===== config.mk =====
export PLATFORM = sky130hd
export DESIGN_NAME = not_arbiter
export DESIGN_NICKNAME = d
export VERILOG_FILES = /design/src/rtl/not_arbiter.sv
export SDC_FILE = /design/constraint.sdc
export NUM_CORES = 1
export LEC_CHECK = 0
export ABC_AREA = 0
export BUFFER_PORTS_ARGS = -buffer_cell sky130_fd_sc_hd__buf_4
export CAP_MARGIN = 20
export CELL_PAD_IN_SITES_DETAIL_PLACEMENT = 1
export CELL_PAD_IN_SITES_GLOBAL_PLACEMENT = 1
export CORE_MARGIN = 5
export CORE_UTILIZATION = 30
export CTS_CLUSTER_SIZE = 20
export DETAILED_ROUTE_END_ITERATION = 16
export GPL_TIMING_DRIVEN = 0
export PLACE_DENSITY_LB_ADDON = 0.1
export SETUP_SLACK_MARGIN = 0.15
export SYNTH_ARGS = -nofsm -noshare
export SYNTH_HDL_FRONTEND = slang
export SYNTH_SLANG_ARGS = --single-unit

===== constraint.sdc =====
create_clock -name clk -period 1.4 [get_ports clk]
set_input_delay 0.14 -clock clk [delete_from_list [all_inputs] [get_ports clk]]
set_output_delay 0.14 -clock clk [all_outputs]
set_load 0.05 [all_outputs]

===== src/rtl/not_arbiter.sv =====
// ---------------------------------------------------------------------------
// not_arbiter
//   N requesters share a single bitwise-inverter unit. A round-robin
//   arbiter picks one pending requester in IDLE and latches its operand.
//   EXEC drives the inverted operand and a one-cycle ack. DONE waits for the
//   served requester to drop req, which completes a 4-phase handshake.
//
// Parameters
//   N         number of requesters (2..8)
//   W         operand / result width
//
// Ports
//   clk       clock, rising edge active
//   rst_n     synchronous active-low reset
//   req       per-requester request, held until the matching ack
//   data_in   packed operands, requester i on [i*W +: W]
//   ack       one-hot, one-cycle result-valid pulse
//   data_out  registered ~operand of the served requester
//   out_id    index of the requester granted / last served
//   busy      high whenever the FSM is not in IDLE
// ---------------------------------------------------------------------------
module not_arbiter #(
  parameter int unsigned N = 4,
  parameter int unsigned W = 8
) (
  input  logic                 clk,
  input  logic                 rst_n,
  input  logic [N-1:0]         req,
  input  logic [N*W-1:0]       data_in,
  output logic [N-1:0]         ack,
  output logic [W-1:0]         data_out,
  output logic [$clog2(N)-1:0] out_id,
  output logic                 busy
);

  localparam int unsigned IW = $clog2(N);

  localparam logic [1:0] ST_IDLE = 2'd0;
  localparam logic [1:0] ST_EXEC = 2'd1;
  localparam logic [1:0] ST_DONE = 2'd2;

  logic [1:0]    state_q,    state_d;
  logic [IW-1:0] last_q,     last_d;
  logic [IW-1:0] out_id_q,   out_id_d;
  logic [W-1:0]  op_q,       op_d;
  logic [W-1:0]  data_out_q, data_out_d;
  logic [N-1:0]  ack_q,      ack_d;
  logic          busy_q,     busy_d;

  logic          gnt_found;
  logic [IW-1:0] gnt_idx;
  logic [W-1:0]  gnt_op;
  int unsigned   cand;

  // Round-robin pick: walk the ring starting just after the last grant.
  always_comb begin
    gnt_found = 1'b0;
    gnt_idx   = '0;
    cand      = 0;
    for (int unsigned k = 0; k < N; k++) begin
      cand = 32'(last_q) + 32'd1 + k;
      // last_q <= N-1 and k <= N-1, so one wrap is enough.
      if (cand >= N) cand = cand - N;
      if (!gnt_found && req[cand[IW-1:0]]) begin
        gnt_found = 1'b1;
        gnt_idx   = cand[IW-1:0];
      end
    end
  end

  // Operand of the requester being granted this cycle.
  always_comb begin
    gnt_op = '0;
    for (int unsigned i = 0; i < N; i++) begin
      if (gnt_idx == IW'(i)) gnt_op = data_in[i*W +: W];
    end
  end

  // Next-state and registered-output logic.
  always_comb begin
    state_d    = state_q;
    last_d     = last_q;
    out_id_d   = out_id_q;
    op_d       = op_q;
    data_out_d = data_out_q;
    ack_d      = '0;
    busy_d     = busy_q;

    case (state_q)
      ST_IDLE: begin
        if (gnt_found) begin
          state_d  = ST_EXEC;
          last_d   = gnt_idx;
          out_id_d = gnt_idx;
          op_d     = gnt_op;
        end
      end
      ST_EXEC: begin
        data_out_d = ~op_q;
        for (int unsigned i = 0; i < N; i++) begin
          ack_d[i] = (out_id_q == IW'(i));
        end
        state_d = ST_DONE;
      end
      ST_DONE: begin
        // Hold until the served requester releases its request.
        if (!req[out_id_q]) state_d = ST_IDLE;
      end
      default: begin
        state_d = ST_IDLE;
      end
    endcase

    busy_d = (state_d != ST_IDLE);
  end

  // State and output registers.
  always_ff @(posedge clk) begin
    if (!rst_n) begin
      state_q    <= ST_IDLE;
      last_q     <= IW'(N - 1);
      out_id_q   <= '0;
      op_q       <= '0;
      data_out_q <= '0;
      ack_q      <= '0;
      busy_q     <= 1'b0;
    end else begin
      state_q    <= state_d;
      last_q     <= last_d;
      out_id_q   <= out_id_d;
      op_q       <= op_d;
      data_out_q <= data_out_d;
      ack_q      <= ack_d;
      busy_q     <= busy_d;
    end
  end

  assign ack      = ack_q;
  assign data_out = data_out_q;
  assign out_id   = out_id_q;
  assign busy     = busy_q;

endmodule

==> results.md <==
* Main synth FF type: dfxtp_1
* Number of CTS-inserted buffers at 3
* Share of synthesized registers carrying an async set or reset at 0%
* Reg2Reg Depth at 7
* Slew margin rel. at roughly 66%
* CTS tree: built
* Initial DRC count at 39
* Die width at roughly 74 um
* Fin worst setup slack at -0.205 ns
* Clock Skew at about 0.0042 ns
* Kind of critical path: flop to flop
* Nets at 228
* Area grow syn2layout at 50.6%
* CP Capture Type: flop
* Dominant cell type by area after synthesis: dfxtp_1
* Starting Density at between 30% and 40%
* Largest net degree at the start of global routing at 17
* Die height at 74.4 um
* Multi-input logic area at about 660 sq um
* P_leak at between 0.8 and 0.9 nW
* VDD IR max at 0.000834 V
* Placed cell count at 231
* Cell with the most instances after synthesis: dfxtp_1
* Share of cells above drive strength 1 at between 40 and 50%
* Register area share after synthesis at 43.5%
* Sum Neg Setup Slack at -1.40 ns
* FILL cells at between 400 and 500
* Run status: finished, violations left
* Grt ovf at 0
* Post-synth EDFFs at 0
* Final Max Slew Viols at 0
* Crit share post-route at 115%
* Routed WL at about 3800 um
* Pre-Repair DR Iteration Count at 4
* Final setup fails at 8
* Hold buffer count at cts at 0
* GPL Wtd Cong at 0.719
* Core region area at about 4000 sq um
* DP Worst Slack at -0.279 ns
* Antenna violations before repair at 0
* H-tree levels at 1
* Post-layout util at a little under half
* Synth Net Count at around 170
* Clk sinks at 27
* Die area at 5530 sq um
* Sequential cell area at between 500 and 600 sq um
* Clock Latency Late Sink at approximately 0.27 ns
* Vias per cell at 5.00
* Syn Area/Cell at about 9.6 sq um
* DR WL/cell at ~16 um
* Post-Layout Cell Count at about 240
* First-pass GRT wire length at 5990 um
* Synthesized area at approximately 1200 sq um
* Total track usage at 13.9%
* Yosys warns at 0
* N_diodes at 0
* Max cap viols at 0
* Startpoint Class: flop
* Required time of the critical path at around 1.6 ns
* I/O pin count at between 50 and 60
* CTS max path bufs at 2
* FF+latch count, synth at 27
* Slew @ Worst Pin at ~0.51 ns
* Syn Inst Count at around 130
* Power, Total at about 2.3 mW
* Vias in the first global route at between 1k and 1.5k
* PortBufs at 52
* Total number of vias at 1196
* Crit path arrival time at around 1.8 ns
* Hold depth at 3
* RSZ-0062 raised after global routing: yes
* Post-synth top area share at between 40% and 50%
* Placement Cell Area at roughly 1700 sq um
* Failing checks: negative setup slack
* Top post-synthesis cells by area: dfxtp_1 (43%), mux2i_1 (14%), o221ai_1 (5.6%), nor2_1 (5.1%), a21oi_1 (4.4%)
* Final hold violation count at 0
* Dpl hpwl at between 3000 and 4000 um
* Synth cell types at 28
* Fmax at roughly 620 MHz
* Hold Crit Class: input port to flop
* Design area at roughly 1900 sq um
* Site row count at 23
* Crit path max fanout at 6
* P per Cell Area at roughly 1200 nW/um^2
* Worst-path clk slew at 0.09 ns
* Root Buffer: clkbuf_8
* DRC violations left at 0
* Min Tclk post-route at ~1.6 ns
* Post-synth top cells: dfxtp_1 (27), mux2i_1 (17), nor2_1 (17)
* Final ANT Viol Nets at 0
* Final hold slack at 0.155 ns
==> sequential cells by signal (all words and copies together), names as in the netlist <==
name,count
out_id,2
state_q,2
op_q,8
last_q,2
data_out,8
busy,1
ack,4
==> final cells by class <==
type	instances	share of cell area [%]
buffer	9	4.88
clock buffer	3	2.20
clock inverter	1	0.401
inverter	2	0.401
multi-input combinational	91	35.4
sequential	27	29.2
tap	50	3.34
timing repair buffer	56	24.2
==> cells by family after synthesis <==
logic type	Yosys count	synth area share, %
AOI/OAI and AO/OA	29	15.9
and+or+nand+nor	44	17.6
buffers and inverters	11	7.24
muxes	18	15.8
DFF	27	43.5
==> worst paths after layout <==
| kind | from | endpoint | slack [ns] |
|---|---|---|---|
| worst max register to register | last_q[1] | op_q[5] | -0.21 |
| worst max-delay path | last_q[1] | op_q[5] | -0.21 |
| worst min register to register | op_q[0] | data_out[0] | 0.45 |
| worst min-delay path | data_in[8] | op_q[0] | 0.15 |
==> placed cells by master (no fill, tap or decap), types with 2 or more instances in the layout <==
cell      netlist  routed
inv_1           2       2
nor2_1         17      16
o221ai_1        8       8
a21oi_2         0       3
buf_6           2       3
clkbuf_8        1       4
mux2i_2         0       4
a21oi_1        11       8
nand2_1         7       6
nor3b_1         2       2
buf_12          1       2
dfxtp_1        27      24
nand3_1         8       8
nand2b_1        3       3
dfxtp_2         0       2
buf_4           2      55
a211oi_1        4       4
mux2i_1        17      12
==> report_power, final <==
part / internal [mW] / switching [mW] / total, mW
Combinational: 0.414 / 0.467 / 0.882
Sequential: 0.877 / 0.0706 / 0.947
Clock: 0.202 / 0.247 / 0.449
Total: 1.49 / 0.785 / 2.28
==> timing repair <==
action,in CTS,in global routing
resized for setup,7,12
gates cloned,1,0
buffers inserted,2,1
setup endpoints to repair,17,17
pin swaps,8,6
==> routing by layer <==
metal | track usage (%) | vias up | part of all wire, %
met5 | 0 | - | 0
met4 | 3.56 | 0 | 1.1
met3 | 3.11 | 6 | 3.2
met2 | 25.0 | 21 | 54
met1 | 16.6 | 582 | 42
li1 | - | 587 | -
==> worst max-delay path: stages (launching register included) <==
cell      delay [ns]
dfxtp_2         0.34
buf_6           0.11
mux2i_2         0.20
o221a_1         0.21
buf_6           0.15
buf_12          0.14
mux2i_2         0.21
o221ai_1        0.13
Power figures use the tool's default switching activity.
